## src/rtl/sump_cmd_decoder.sv

```systemverilog
// SUMP host-link command decoder: assembles UART bytes into short/long commands
// and issues one-cycle strobes with a 32-bit little-endian argument.
module sump_cmd_decoder #(
    parameter int TIMEOUT = 100000
) (
    input  logic        clk_i,
    input  logic        rst_i,
    input  logic [7:0]  rx_data_i,
    input  logic        rx_stb_i,
    output logic [31:0] cmd_o,
    output logic [7:0]  opcode_o,
    output logic        rst_cmd_o,
    output logic        run_o,
    output logic        id_o,
    output logic        xon_o,
    output logic        xoff_o,
    output logic        set_div_o,
    output logic        set_cnt_o,
    output logic        set_flags_o,
    output logic        trg_mask_o,
    output logic        trg_val_o,
    output logic        trg_cfg_o,
    output logic [1:0]  stage_o,
    output logic        err_o
);

    localparam int TW = $clog2(TIMEOUT + 1);

    typedef enum logic {
        S_IDLE,
        S_ARG
    } state_t;

    // Strobe vector bit order: rst, run, id, xon, xoff, div, cnt, flags, mask, val, cfg
    function automatic logic [10:0] decode_op(input logic [7:0] op);
        logic [10:0] v;
        v = '0;
        case (op)
            8'h00:   v[0] = 1'b1;
            8'h01:   v[1] = 1'b1;
            8'h02:   v[2] = 1'b1;
            8'h11:   v[3] = 1'b1;
            8'h13:   v[4] = 1'b1;
            8'h80:   v[5] = 1'b1;
            8'h81:   v[6] = 1'b1;
            8'h82:   v[7] = 1'b1;
            default: begin
                if (op[7:4] == 4'hC) begin
                    case (op[1:0])
                        2'd0:    v[8]  = 1'b1;
                        2'd1:    v[9]  = 1'b1;
                        2'd2:    v[10] = 1'b1;
                        default: v     = '0;
                    endcase
                end
            end
        endcase
        return v;
    endfunction

    state_t          r_state;
    logic [1:0]      r_arg_cnt;
    logic [TW-1:0]   r_tmo;
    logic [7:0]      r_opcode;
    logic [23:0]     r_shift;
    logic [31:0]     r_cmd;
    logic [7:0]      r_opcode_out;
    logic [1:0]      r_stage;
    logic [10:0]     r_strb;
    logic            r_err;

    logic [10:0]     w_rx_dec;
    logic [10:0]     w_op_dec;
    logic [2:0]      w_lane_we;
    logic            w_arg_byte;

    assign w_rx_dec   = decode_op(rx_data_i);
    assign w_op_dec   = decode_op(r_opcode);
    assign w_arg_byte = (r_state == S_ARG) && rx_stb_i;

    // The fourth argument byte is never stored: it is merged straight into cmd_o.
    generate
        for (genvar gi = 0; gi < 3; gi++) begin : g_lane
            assign w_lane_we[gi] = w_arg_byte && (r_arg_cnt == 2'(gi));
        end
    endgenerate

    always_ff @(posedge clk_i) begin
        if (rst_i) begin
            r_shift <= '0;
        end else begin
            for (int i = 0; i < 3; i++) begin
                if (w_lane_we[i]) begin
                    r_shift[8*i +: 8] <= rx_data_i;
                end
            end
        end
    end

    always_ff @(posedge clk_i) begin
        if (rst_i) begin
            r_state      <= S_IDLE;
            r_arg_cnt    <= '0;
            r_tmo        <= '0;
            r_opcode     <= '0;
            r_cmd        <= '0;
            r_opcode_out <= '0;
            r_stage      <= '0;
            r_strb       <= '0;
            r_err        <= 1'b0;
        end else begin
            r_strb <= '0;
            r_err  <= 1'b0;
            case (r_state)
                S_IDLE: begin
                    if (rx_stb_i) begin
                        if (!rx_data_i[7]) begin
                            if (|w_rx_dec) begin
                                r_strb       <= w_rx_dec;
                                r_opcode_out <= rx_data_i;
                            end else begin
                                r_err <= 1'b1;
                            end
                        end else begin
                            r_opcode  <= rx_data_i;
                            r_arg_cnt <= '0;
                            r_tmo     <= '0;
                            r_state   <= S_ARG;
                        end
                    end
                end
                S_ARG: begin
                    // An arriving byte always takes priority over the timeout.
                    if (rx_stb_i) begin
                        r_tmo <= '0;
                        if (r_arg_cnt == 2'd3) begin
                            r_state   <= S_IDLE;
                            r_arg_cnt <= '0;
                            if (|w_op_dec) begin
                                r_strb       <= w_op_dec;
                                r_cmd        <= {rx_data_i, r_shift};
                                r_opcode_out <= r_opcode;
                                if (|w_op_dec[10:8]) begin
                                    r_stage <= r_opcode[3:2];
                                end
                            end else begin
                                r_err <= 1'b1;
                            end
                        end else begin
                            r_arg_cnt <= r_arg_cnt + 2'd1;
                        end
                    end else if (r_tmo == TW'(TIMEOUT)) begin
                        r_err     <= 1'b1;
                        r_state   <= S_IDLE;
                        r_arg_cnt <= '0;
                        r_tmo     <= '0;
                    end else begin
                        r_tmo <= r_tmo + TW'(1);
                    end
                end
                default: r_state <= S_IDLE;
            endcase
        end
    end

    assign cmd_o       = r_cmd;
    assign opcode_o    = r_opcode_out;
    assign stage_o     = r_stage;
    assign err_o       = r_err;
    assign rst_cmd_o   = r_strb[0];
    assign run_o       = r_strb[1];
    assign id_o        = r_strb[2];
    assign xon_o       = r_strb[3];
    assign xoff_o      = r_strb[4];
    assign set_div_o   = r_strb[5];
    assign set_cnt_o   = r_strb[6];
    assign set_flags_o = r_strb[7];
    assign trg_mask_o  = r_strb[8];
    assign trg_val_o   = r_strb[9];
    assign trg_cfg_o   = r_strb[10];

endmodule

```

## config.mk

```make
export PLATFORM = sky130hd
export DESIGN_NAME = sump_cmd_decoder
export DESIGN_NICKNAME = d
export VERILOG_FILES = /design/src/rtl/sump_cmd_decoder.sv
export SDC_FILE = /design/constraint.sdc
export NUM_CORES = 1
export LEC_CHECK = 0
export BUFFER_PORTS_ARGS = -buffer_cell sky130_fd_sc_hd__buf_2
export CORE_MARGIN = 2
export CORE_UTILIZATION = 53
export CTS_BUF_LIST = sky130_fd_sc_hd__clkbuf_2
export DETAILED_ROUTE_END_ITERATION = 16
export GPL_TIMING_DRIVEN = 0
export PLACE_DENSITY_LB_ADDON = 0.05
export SLEW_MARGIN = 20
export SYNTH_ARGS = -nofsm -noshare
export SYNTH_HDL_FRONTEND = slang
export SYNTH_SLANG_ARGS = --single-unit
```

## constraint.sdc

```tcl
create_clock -name clk_i -period 2 [get_ports clk_i]
set_clock_uncertainty 0.1 [all_clocks]
set_input_delay 0.2 -clock clk_i [delete_from_list [all_inputs] [get_ports clk_i]]
set_output_delay 0.2 -clock clk_i [all_outputs]
set_load 0.02 [all_outputs]
```

After elaboration in Yosys (flattened, before gate mapping):

Index checks and enable logic that the tools add are counted.

* multipliers: 0
* divide/modulo/power cells: 0
* eq/ne operators: 32
* reductions and logical operators: 36
* shift operators: 0
* bitwise gates (word level): 1
* muxes and demuxes: 65
* $add $sub $neg: 2
* magnitude comparators: 0

Operators with widths (number)
* $reduce_or 7->1: 16
* $mux 11: 8
* $mux 17: 4
* $eq 8x8->1 const B: 6
* $mux 8: 6
* $pmux 1 s2: 18
* $pmux 17 s2: 1
* $eq 8x5->1 const B: 4
* $pmux 11 s2: 1
* $reduce_or 11->1: 2
* $mux 1: 18
* $add 17x1->17 const B: 1
* $eq 17x17->1 const B: 1
* $eq 8x1->1 const B: 2
* $eq 8x2->1 const B: 2
* $logic_not 8->1: 2
* $pmux 8 s2: 1
* $reduce_or 8->1: 2
* $mux 2: 5
* $ne 2x2->1 const B: 5
* $eq 2x2->1 const B: 4
* $eq 4x4->1 const B: 2
* $eq 2x1->1 const B: 3
* $logic_not 2->1: 3
* other kinds (13): 19

* latch bits: 0
* memory bits (read-only): 0
* memories kept: 0
* bits in writable memories: 0
* flip-flop bits (word level): 106
* word-level logic and storage cells: 148
* bits of input ports: 11

Longest topological paths before layout:

Gate-level depths: netlist of the first run.

* depth after elaboration: 9
* mapped depth: 8
* mapped depth without buffers: 7

Worst setup path after synthesis of the first run:

Ideal clock, no wire load.

* path type: input to register
* start: input rx_data_i[2]
* end: register r_opcode_out[2] (netlist: opcode_o[2])
* cell stages on the path: 5
* required time: 1.768 ns
* data arrival time: 1.690 ns
* setup time: 0.132 ns
* path slack: 0.078 ns
* buffers on the path: 0
* cell sequence: or3_1 or4b_4 or2_4 a221oi_1 nor3_1

* longest elaborated chain between the ends: 6
* elaborated cells on any way between the ends: 33

RTL lines
* start, declared: line 8 `input logic [7:0] rx_data_i,`
* $eq 8x8->1, or another cell as far along: line 38 `case (op)`
* $reduce_or 7->1 (no line) / $reduce_or 8->1 (equally long branches)
* $pmux 1 s2 / $mux 3 (equally long branches): line 38
* $reduce_or 11->1: line 118 `if (|w_rx_dec) begin`
* $ne 2x2->1 (no line)
* $reduce_and 6->1 (no line)
* end signal, assigned: line 120 `r_opcode_out <= rx_data_i;`
* end signal, assigned: line 142 `r_opcode_out <= r_opcode;`
* end, declared: line 67 `logic [7:0] r_opcode_out;`

Parallel ways exist; a longest one is shown, timed or not. The select of a mux whose other input is x is not followed.
A chain may end at the register's enable or synchronous reset.

Worst setup path after layout of the first run:

* start: register r_tmo[0]
* end: register r_err (netlist: err_o)

* longest elaborated chain between the ends: 4

RTL lines
* start, declared: line 63 `logic [TW-1:0] r_tmo;`
* start signal, assigned: line 158 `r_tmo <= r_tmo + TW'(1);`
* $eq 17x17->1: line 152 `end else if (r_tmo == TW'(TIMEOUT)) begin`
* $mux 1: line 152
* $mux 1: line 134 `if (rx_stb_i) begin`
* $pmux 1 s2: line 114 `case (r_state)`
* end signal, assigned: line 113 `r_err <= 1'b0;`
* end signal, assigned: line 122 `r_err <= 1'b1;`
* end signal, assigned: line 153 `r_err <= 1'b1;`
* end, declared: line 70 `logic r_err;`

Every way passes these cells.

==> results of run 1 <==
## registers in the layout, indices dropped and copies added, names as in the netlist
| signal | cells |
|---|---|
| cmd_o | 32 |
| r_shift | 24 |
| r_tmo | 17 |
| r_strb | 11 |
| opcode_o | 8 |
| r_opcode | 8 |
| r_arg_cnt | 2 |
| stage_o | 2 |
| err_o | 1 |
| r_state | 1 |
## routing by layer
layer / global-route usage / up-vias / part of all wire
met5: 0 / - / 0
met4: 0.0797 / 0 / 0.015
met3: 0.0366 / 15 / 0.052
met2: 0.373 / 97 / 0.45
met1: 0.337 / 1701 / 0.48
li1: - / 1832 / -
## cells in the final DEF (no fill, tap or decap), types with 4 or more instances in the layout
cell | netlist | final
ha_1 | 6 | 6
nor2b_1 | 7 | 7
and3_1 | 5 | 5
nand2_1 | 82 | 81
nor4_1 | 4 | 4
buf_4 | 0 | 12
dfxtp_2 | 0 | 5
inv_1 | 11 | 11
dfxtp_1 | 106 | 101
nand3_1 | 15 | 12
xnor2_1 | 11 | 11
nand4_1 | 5 | 5
nor3_1 | 20 | 18
buf_2 | 5 | 61
clkbuf_2 | 0 | 12
a21oi_1 | 50 | 49
clkbuf_1 | 23 | 15
mux2i_1 | 23 | 23
nor2_1 | 67 | 67
clkbuf_4 | 0 | 4
dlygate4sd3_1 | 0 | 10
## what timing repair did
item,CTS,global route
pin swaps,1,3
setup buffers,1,7
endpoints found under the setup margin,84,82
hold endpoints to repair,34,0
hold buffers,10,0
resized for setup,19,40
## per-stage QoR
stage,total power [mW],cell area (um2),setup TNS [ns]
6_report,3.33,5040,0
5_1_grt,3.44,5040,-0.0595
4_1_cts,3.32,4890,-0.382
3_5_place_dp,2.39,4610,-16.51
3_3_place_gp,2.39,4610,-15.08
2_1_floorplan,2.32,4170,0
## cells in the mapped netlist, types with 6 or more instances
| cell | number |
|---|---|
| a21oi_1 | 50 |
| clkbuf_1 | 23 |
| dfxtp_1 | 106 |
| ha_1 | 6 |
| inv_1 | 11 |
| mux2i_1 | 23 |
| nand2_1 | 82 |
| nand3_1 | 15 |
| nor2_1 | 67 |
| nor2b_1 | 7 |
| nor3_1 | 20 |
| xnor2_1 | 11 |
## report_power, final
part	switching (mW)	internal, mW
Sequential	0.0189	2.14
Combinational	0.165	0.0901
Clock	0.724	0.188
Total	0.908	2.42
## how the worst max path moves through the flow
stage                                        start  cells after the start                       end  slack, ns
after global placement       r_tmo[0]$_SDFFE_PP0P_                      8     r_tmo[9]$_SDFFE_PP0P_      -0.33
final                        r_tmo[0]$_SDFFE_PP0P_                      6          err_o$_SDFF_PP0_       0.04
after CTS                       r_state$_SDFF_PP0_                      5  r_shift[13]$_SDFFE_PP0P_      -0.06
after global routing      r_opcode[1]$_SDFFE_PP0P_                      7      r_strb[7]$_SDFF_PP0_      -0.04
after detailed placement  r_opcode[7]$_SDFFE_PP0P_                      6    cmd_o[25]$_SDFFE_PP0P_      -0.37
after floorplan                       rx_data_i[2]                      5  opcode_o[2]$_SDFFE_PP0P_       0.08
## cell type report
class / instances / area (um2) / share of cell area
clock inverters: 6 / 50.0 / 0.00993
inverters: 11 / 41.3 / 0.00819
clock buffers: 10 / 50.0 / 0.00993
well taps: 102 / 128 / 0.0253
multi-input cells: 341 / 2030 / 0.402
flip-flops and latches: 106 / 2130 / 0.422
plain buffers: 27 / 149 / 0.0296
repair buffers: 79 / 465 / 0.0924
## critical path, cell delays in order (launching register included)
cell and delay (ns):
dfxtp_2 0.39, inv_1 0.07, ha_1 0.18, nor4bb_4 0.31
a41oi_2 0.17, buf_4 0.20, o41ai_1 0.43
## cell families (layout without fill, tap and decap cells)
kind of cell | count (synthesis) | in the layout | share of synthesized area
AO/OA/AOI/OAI | 75 | 75 | 0.107
AND/OR/NAND/NOR | 223 | 223 | 0.245
buffers and inverters | 39 | 133 | 0.0366
XOR/XNOR | 14 | 14 | 0.0294
multiplexers | 23 | 23 | 0.0552
adder cells (fa/ha/maj) | 6 | 6 | 0.0180
flip-flops | 106 | 106 | 0.509
==> impl.org, run 1 <==
** Outcome
- Run status :: finished, final reports clean

** Synthesis
- Proportion of synthesized chip area in sequential cells :: 0.509
- Post-synthesis cell type with the largest combined area :: dfxtp_1
- Share of flip-flops with an asynchronous set or reset :: 0
- Summing every instance area after synthesis gives roughly 4200 um2.
- During synthesis, Yosys emitted a total of 0 warnings.
- Share of Yosys cell area claimed by the top area cell type :: 0.509
- Number of enable flip-flop cells after synthesis :: 0
- Ranking of synthesized cells by area :: dfxtp_1, nand2_1, nor2_1, a21oi_1, mux2i_1
- Post-Synthesis Cells :: between 400 and 500
- Mean area per synthesized cell :: 8.59 um2
- Dominant synthesized flop cell :: dfxtp_1
- Number of distinct library cell variants in the gate-level netlist after synthesis :: 44
- Number of storage elements in the synthesis netlist :: between 100 and 150
- When the netlist entered floorplanning its net count stood at roughly 500.

** Clock network
- CTS H-Tree Depth :: 3
- Clock Path Buffers :: 2
- At the later pin of the worst-skew pair, clock insertion delay measures about 0.57 ns.
- Clock sink count :: around 110
- Number of CTS-inserted buffers :: 9
- TritonCTS clock tree :: built
- Clock-pin slew was measured on the worst setup and hold paths at between 0.2 and 0.3 ns.
- Clock Tree Root :: clkbuf_2

** Setup path
- Setup slack of the worst register-to-register path :: 0.04 ns
- Depth of the worst register-to-register path :: 6
- The startpoint identified for the worst register-to-register timing path is r_tmo[0]$_SDFFE_PP0P_.
- CP Max Fanout :: 6
- STA classifies the critical path endpoint as a register.
- Critical Setup Path Class :: reg2reg
- The endpoint identified for the worst register-to-register timing path is err_o$_SDFF_PP0_.
- For the worst setup path, the data required time is 2.36 ns.
- Sort of element at the start of the critical path :: register
- WP data arrival :: between 2 and 2.5 ns

** Detailed routing
- The first routing iteration left between 150 and 200 violations.
- Average wire per standard cell :: 14.7 um
- Via count :: roughly 3600
- Before antenna repair, the detailed router went through 5 iterations.
- The final layout contains routed wiring with a total length of 10000 um.
- After detailed routing, the number of remaining DRC violations is 0.
- Antenna viol nets, final :: 0
- After detailed routing, the number of vias per cell comes to between 5 and 6.

** Die
- In this run the standard cell core region covers about 7700 um2.
- Effective utilization at floorplan :: 0.543
- Num rows :: 32
- Total Die Area :: between 8000 and 9000 um2
- Number of top-level pins :: between 60 and 70
- The die is about 93 um wide.
- The die is 92.7 um tall.

** GRT
- Combined global-route utilization of all metal layers :: 0.238
- Vias in the first global route :: between 3000 and 4000
- The initial antenna violation count was 0.
- First-pass GRT wire length :: 16100 um
- Overflow left after global routing :: 0
- Entering global routing, the biggest net connects 19 pins.

** STA
- The worst pin sits at a relative slew slack of 0.573.
- The count of pins over their slew limit came to 0.
- Setup slack after layout :: a little over 0.04 ns
- Derived from the worst setup path, the maximum achievable clock frequency is between 500 and 600 MHz.
- Across all hold checks on the routed design, the worst slack comes to around 0.032 ns.
- Number of failing hold endpoints at the final stage :: 0
- At the pin with the least slew margin, the transition time is approximately 0.64 ns.
- Of the available clock period, the critical path in the final layout requires 0.979.
- Setup violations remaining at the end of the flow were counted as 0.
- After layout, the minimum clock period comes to approximately 2.0 ns.

** Layout
- The repair_antennas step left the layout with diodes totalling 0.
- In the final design database the tool counted between 500 and 600 nets.
- After the flow finishes, the layout carries non-filler instances totaling ~700.
- Filler Cells Inserted :: between 700 and 800
- Ratio of cells with drive above 1 in the final layout :: 0.216
- Layout Utilization :: 0.655
- Relative to the synthesized area, the layout overhead comes to 20.7%.

** Placement
- Final weighted congestion in routability-driven placement :: ~0.84
- Count of buffers from port buffering :: 61
- Cell total after placement :: between 600 and 700
- OpenSTA, run right after detailed placement, puts the worst setup slack at -0.367 ns.
- Post-detail-place hpwl :: 6500 um

** Worst hold path
- For hold timing, the worst endpoint is r_tmo[14]$_SDFFE_PP0P_.
- The path class of the tightest hold or removal check is in2reg.
- Hold path startpoint :: rst_i
- The worst hold path was traced through 3 stages.

** Job
- Max-cap violations in this run came to 0.

** Pwr
- In this run the static leakage power is 2.10 nW.
- VDD sags by at most between 0.0004 and 0.0005 V.
- Power per cell area :: around 660 nW/um2
Note: power is estimated with default switching activity, not from simulation.
==> run 2: changes to the inputs <==
- CORE_UTILIZATION: 53 -> 63
- SKIP_CTS_REPAIR_TIMING: default -> 1
- clock period: 2 -> 2.5 ns (I/O delays scaled with it)
==> run 2 against run 1 <==
Effect of this change: combinational power shrank 32%; non-clock buffer count is 9 lower; final cell count decreased by 5.0%; clock power fell by 20%; sequential power is 20% lower; sequential cell count did not move; register-to-register slack improved by 0.16 ns; fmax decreased by 15%; die area decreased by 15%; clock-buffer cell count up 1; global-route usage grew 2.4 points; critical endpoint is now r_tmo[8]$_SDFFE_PP0P_; largest cell class unchanged.
==> impl.org, run 2 (same netlist as run 1, synthesis figures left out) <==
** Setup path
- STA classifies the critical path startpoint as a register.
- The worst setup path is of the reg2reg kind.
- Crit path capture type :: register
- The startpoint identified for the worst register-to-register timing path is r_tmo[0]$_SDFFE_PP0P_.
- Crit path required time :: 2.89 ns
- Depth of the worst register-to-register path :: 8
- The endpoint identified for the worst register-to-register timing path is r_tmo[8]$_SDFFE_PP0P_.
- CP Max Fanout :: 10
- The setup check on the worst reg-to-reg path leaves a slack of between 0.15 and 0.2 ns.
- At the worst endpoint, the arrival time is 2.70 ns.

** Layout
- Summing all flip-flop and latch instances after layout gives ~2100 um2.
- Measured on the finished design, the core utilization comes to 0.748.
- ANT cells :: 0
- Leaving out fill and tap cells, the most frequent cells in the layout are dfxtp_1, nand2_1, nor2_1.
- The register with the most flip-flops in the layout has 32 of them.
- Relative to the synthesized area, the layout overhead comes to 14.5%.
- Ratio of cells with drive above 1 in the final layout :: 0.161
- The final layout contains about 580 nets.
- The multi-input combinational cells in the finished layout cover a total of approximately 1900 um2.
- Filler Cells Inserted :: ~480
- The library cell used most frequently in the layout, excluding fill and tap cells, is dfxtp_1.

** STA
- Derived from the worst setup path, the maximum achievable clock frequency is around 430 MHz.
- Number of failing hold endpoints at the final stage :: 0
- Minimum clock period after layout :: about 2.3 ns
- The count of pins over their slew limit was 0.
- Worst-margin pin slew :: roughly 0.6 ns
- Setup repair after global routing left no endpoint under its margin.
- Setup violations remaining at the end of the flow were counted as 0.
- Worst-case headroom to the max-slew limit :: 0.601
- Final hold analysis gives a worst-case slack of between 0.03 and 0.04 ns.
- Of the available clock period, the critical path in the final layout requires 0.921.
- Sum Neg Setup Slack :: 0 ns

** Die
- The floorplan has 29 rows.
- Std-Cell Core Area :: approximately 6400 um2
- In this run the vertical extent of the chip is 85.4 um.
- Number of top-level pins :: 65
- Effective utilization at floorplan :: 0.653
- Horiz. Die Dim :: 85.4 um
- Total Die Area :: around 7300 um2

** Clock network
- In this run the number of H-tree levels came out at 3.
- Clock Tree Root :: clkbuf_2
- The clock passes through at most 2 buffers.
- After clock tree synthesis, the clock-pin slew on the worst setup and hold paths is about 0.24 ns.
- Number of CTS-inserted buffers :: 9
- The tree built by TritonCTS fans out to 106 sinks.
- TritonCTS clock tree :: built
- Worst skew pair latency :: roughly 0.60 ns

** GRT
- The number of global-route vias before repair is approximately 3200.
- Entering global routing, the biggest net connects 19 pins.
- Overflow left after global routing :: 0
- In the global route stage, overall resource usage came out at 0.262.
- Initial antenna violation count :: 0
- The first global-routing pass estimated around 15000 um of wire.

** Pwr
- The worst-case IR drop observed on VDD is between 0.0004 and 0.0005 V.
- Total power for the finished layout comes to roughly 2.6 mW.
- Leakage dissipation :: around 2.0 nW
- Power per cell area :: about 550 nW/um2

** Detailed routing
- Count of routing violations after the opening detailed-route iteration :: 265
- Across all layers, the routed design uses roughly 3600 vias.
- Number of remaining DRC errors :: 0
- Average wire per standard cell :: 14.6 um
- Once detail routing completed, the nets flagged for antenna violations numbered 0.
- Overall routed net length :: ~9500 um
- For this run, the detailed router's first-pass iteration total came to 4.
- Average via count per standard cell :: 5.63

** Placement
- Final weighted congestion in routability-driven placement :: 0.849
- Port buffering added 61 buffers.
- Once detailed placement completed, the half-perimeter wirelength came to 6590 um.

** Worst hold path
- The worst hold path terminates at cmd_o[28]$_SDFFE_PP0P_.
- Worst hold-check path type :: in2reg
- Hold-critical path depth :: 3
- The worst hold path begins at rx_data_i[4].

** Job
- Max-cap violations in this run came to 0.

** Outcome
- Run status :: finished, final reports clean
run 2: layout make-up:
type                            instances  share of cell area
Clock inverter                          5             0.00943
Sequential cell                       106               0.444
Buffer                                 28              0.0233
Timing Repair Buffer                   69              0.0806
Tap cell                               77              0.0202
Inverter                               11             0.00864
Clock buffer                           11              0.0115
Multi-Input combinational cell        341               0.402
run 2: worst max-delay path, stage by stage, from the launching register on:
cell	delay, ns
dfxtp_1	0.39
inv_1	0.08
ha_1	0.15
nor4bb_2	0.34
a41oi_2	0.27
or2_2	0.39
nand2b_1	0.18
buf_2	0.25
nor2_1	0.08
run 2: metrics by stage:
| step | worst slack, ns | instances | instance area [um2] |
|---|---|---|---|
| CTS | 0.0848 | 640 | 4670 |
| global placement | 0.219 | 624 | 4570 |
| finish | 0.197 | 648 | 4780 |
| floorplan | 0.528 | 486 | 4170 |
| global route | 0.0469 | 648 | 4780 |
| detailed placement | 0.133 | 624 | 4570 |
run 2: per-layer routing:
| layer | routed length (um) | up-vias | global-route usage |
|---|---|---|---|
| li1 | - | 1814 | - |
| met1 | 4320 | 1704 | 0.356 |
| met2 | 4400 | 109 | 0.412 |
| met3 | 547 | 21 | 0.0428 |
| met4 | 205 | 0 | 0.118 |
| met5 | 0 | - | 0 |
run 2: power breakdown:
group          internal [mW]  switching [mW]
clock                  0.156           0.571
sequential              1.71          0.0126
combinational         0.0561           0.118
run 2: how the worst max path moves through the flow:
stage                               start                        to  slack (ns)  cells after the start
floorplan                    rx_data_i[2]  opcode_o[2]$_SDFFE_PP0P_        0.53                      5
global placement    r_tmo[0]$_SDFFE_PP0P_     r_tmo[9]$_SDFFE_PP0P_        0.22                      8
detailed placement  r_tmo[0]$_SDFFE_PP0P_     r_tmo[8]$_SDFFE_PP0P_        0.13                      8
CTS                 r_tmo[0]$_SDFFE_PP0P_     r_tmo[8]$_SDFFE_PP0P_        0.08                      8
global route        r_tmo[9]$_SDFFE_PP0P_     r_tmo[8]$_SDFFE_PP0P_        0.05                      6
finish              r_tmo[0]$_SDFFE_PP0P_     r_tmo[8]$_SDFFE_PP0P_        0.20                      8
==> run 3: changes to the inputs <==
- CELL_PAD_IN_SITES_DETAIL_PLACEMENT: default -> 0
- CELL_PAD_IN_SITES_GLOBAL_PLACEMENT: default -> 1
- CORE_UTILIZATION: 63 -> 47
- CTS_CLUSTER_SIZE: default -> 16
==> run 3 against run 2 <==
Effect of this change: setup slack worse by 0.024 ns; critical endpoint is now cmd_o[6]$_SDFFE_PP0P_; critical path depth down 2; via count is 1.7% lower; core utilization shrank 19 points.
==> impl.org, run 3 (same netlist as run 1, synthesis figures left out) <==
** Outcome
- The flow ran to the end, and the final reports show no timing, DRC or antenna violations.

** Placement
- Final weighted congestion in routability-driven placement :: 0.838
- The count of buffers added on input and output ports is 61.
- Prior to clock tree synthesis, the placed netlist has a worst setup slack of 0.00520 ns.
- After legalization and detailed placement, the total HPWL measured approximately 7000 um.
- Cell total after placement :: between 600 and 700

** Die
- Chip height :: about 98 um
- In this run the horizontal extent of the chip is 98.2 um.
- Num rows :: 34
- Number of top-level pins :: 65
- For this configuration, the core starts out at a cell density of 0.481.
- Std-Cell Core Area :: between 8000 and 9000 um2
- The floorplan step defined a die boundary enclosing 9650 um2.

** Layout
- Once layout is complete, the utilization of the core stands at 0.560.
- The number of antenna diodes in the final layout is 0.
- Post-Layout Cell Count :: 680
- From synthesis to final layout, the design area changed by 16.6%.
- The top cell types in the final layout, fill and taps aside, are dfxtp_1, nand2_1, nor2_1.
- Of the cells placed in the final design, the portion with a size suffix greater than 1 is 0.163.
- Area taken by flip-flops and latches :: 2120 um2
- Filler Cells Inserted :: between 800 and 900
- Most common cell after layout, fill and taps aside :: dfxtp_1
- Summing all multi-input logic gate instances after layout gives ~1900 um2.
- After the last flow step, the layout net total stands at 584.
- Flip-flop count of the largest register after layout :: 32

** GRT
- Pin count of the biggest net entering global routing :: 20
- Initial antenna violation count :: 0
- In the global route stage, overall resource usage came out at 0.217.
- The first global-routing pass estimated approximately 17000 um of wire.
- The number of global-route vias before repair came to 3355.
- Overflow left after global routing :: 0

** Clock network
- The clock reaches the later pin of the worst-skew pair after just under 0.6 ns.
- The tree built by TritonCTS fans out to 106 sinks.
- Number of CTS-inserted buffers :: 9
- CTS H-Tree Depth :: 3
- Clock Path Buffers :: 2
- The tree is rooted in a clkbuf_2.
- TritonCTS built the clock tree.
- Clock transition at the register clock pins on the worst setup and hold paths after CTS :: 0.30 ns

** STA
- Derived from the worst setup path, the maximum achievable clock frequency is approximately 430 MHz.
- The hold violation count in the final report came to 0.
- At the pin with the least slew margin, the transition time is approximately 0.61 ns.
- Setup slack closes at ~0.17 ns.
- Ratio of final minimum period to clock period :: 0.931
- Sum Neg Setup Slack :: 0 ns
- Worst-case headroom to the max-slew limit :: 0.594
- Final setup violation count :: 0
- For the finished layout, the period the worst path requires is around 2.3 ns.
- Pins Over Slew Limit :: 0

** Setup path
- The startpoint identified for the worst register-to-register timing path is r_opcode[0]$_SDFFE_PP0P_.
- Worst r2r dst :: cmd_o[6]$_SDFFE_PP0P_
- Critical Setup Path Class :: reg2reg
- Crit path capture type :: register
- Sort of element at the start of the critical path :: register
- Setup slack of the worst register-to-register path :: between 0.15 and 0.2 ns
- Crit path required time :: slightly below 3 ns
- Worst setup path end :: cmd_o[6]$_SDFFE_PP0P_
- Counting cells, the worst reg-to-reg path comes to 6.
- CP Max Fanout :: 10
- Worst Setup SP :: r_opcode[0]$_SDFFE_PP0P_
- For the worst setup path, the data arrival time is around 2.7 ns.

** Detailed routing
- In the routed layout, each cell is associated on average with a via count of roughly 5.3.
- In the routed design, unresolved DRC markers number 0.
- For this run, the detailed router's first-pass iteration total came to 4.
- After detailed routing, the total wire length is 10100 um.
- Via count :: 3586
- Average wire per standard cell :: 14.9 um
- Antenna viol nets, final :: 0
- Count of routing violations after the opening detailed-route iteration :: about 190

** Pwr
- Worst-case vdd ir drop :: between 0.0003 and 0.0004 V
- The completed layout was analyzed and its total power is approximately 2.8 mW.
- Leakage dissipation :: approximately 2 nW
- Power per cell area :: 567 nW/um2

** Worst hold path
- The worst hold path belongs to the class in2reg.

** Job
- Across the run, the number of max-cap violations was 0.
==> run 3: where the power goes <==
group	total, mW	leakage [nW]	internal (mW)	switching (mW)
logic	0.177	1.09	0.0579	0.119
registers	1.73	0.855	1.71	0.0142
clock network	0.851	0.0803	0.253	0.598
==> run 3: worst min-delay path by stage <==
stage                                  end                    from  slack [ns]  cells past startpoint
floorplan             r_strb[3]$_SDFF_PP0_            rx_data_i[1]        0.26                      1
global placement    cmd_o[30]$_SDFFE_PP0P_  cmd_o[30]$_SDFFE_PP0P_        0.34                      2
detailed placement  cmd_o[11]$_SDFFE_PP0P_  cmd_o[11]$_SDFFE_PP0P_        0.34                      2
CTS                   r_strb[0]$_SDFF_PP0_            rx_data_i[0]       -0.29                      2
global route         r_strb[10]$_SDFF_PP0_                   rst_i        0.13                      3
finish                    err_o$_SDFF_PP0_                   rst_i        0.12                      4
==> run 3: critical path: stages (launching register included) <==
cell and delay (ns):
dfxtp_1 0.40, clkbuf_1 0.38, a21oi_1 0.20, o21ai_2 0.49
clkbuf_1 0.41, nand2_1 0.10, a21oi_1 0.16
==> run 3: layout make-up <==
cell class                      count  share of cell area
Buffer                             28              0.0234
Clock buffer                        9             0.00926
Clock inverter                      7              0.0172
Inverter                           11             0.00849
Multi-Input combinational cell    341               0.396
Sequential cell                   106               0.436
Tap cell                          108              0.0278
Timing Repair Buffer               70              0.0813
==> run 3: metrics by stage <==
step	hold WS, ns	area [um2]
final	0.120	4860
after global routing	0.132	4860
after CTS	-0.287	4740
after detailed placement	0.344	4610
after global placement	0.341	4610
after floorplan	0.264	4170
==> run 3: per-layer routing <==
metal / GRT usage / routed length [um] / part of all wire / up-vias
met5: 0 / 0 / 0 / -
met2: 0.347 / 4610 / 0.46 / 69
met4: 0.0580 / 119 / 0.012 / 0
met1: 0.300 / 4910 / 0.49 / 1694
li1: - / - / - / 1813
met3: 0.0487 / 465 / 0.046 / 10
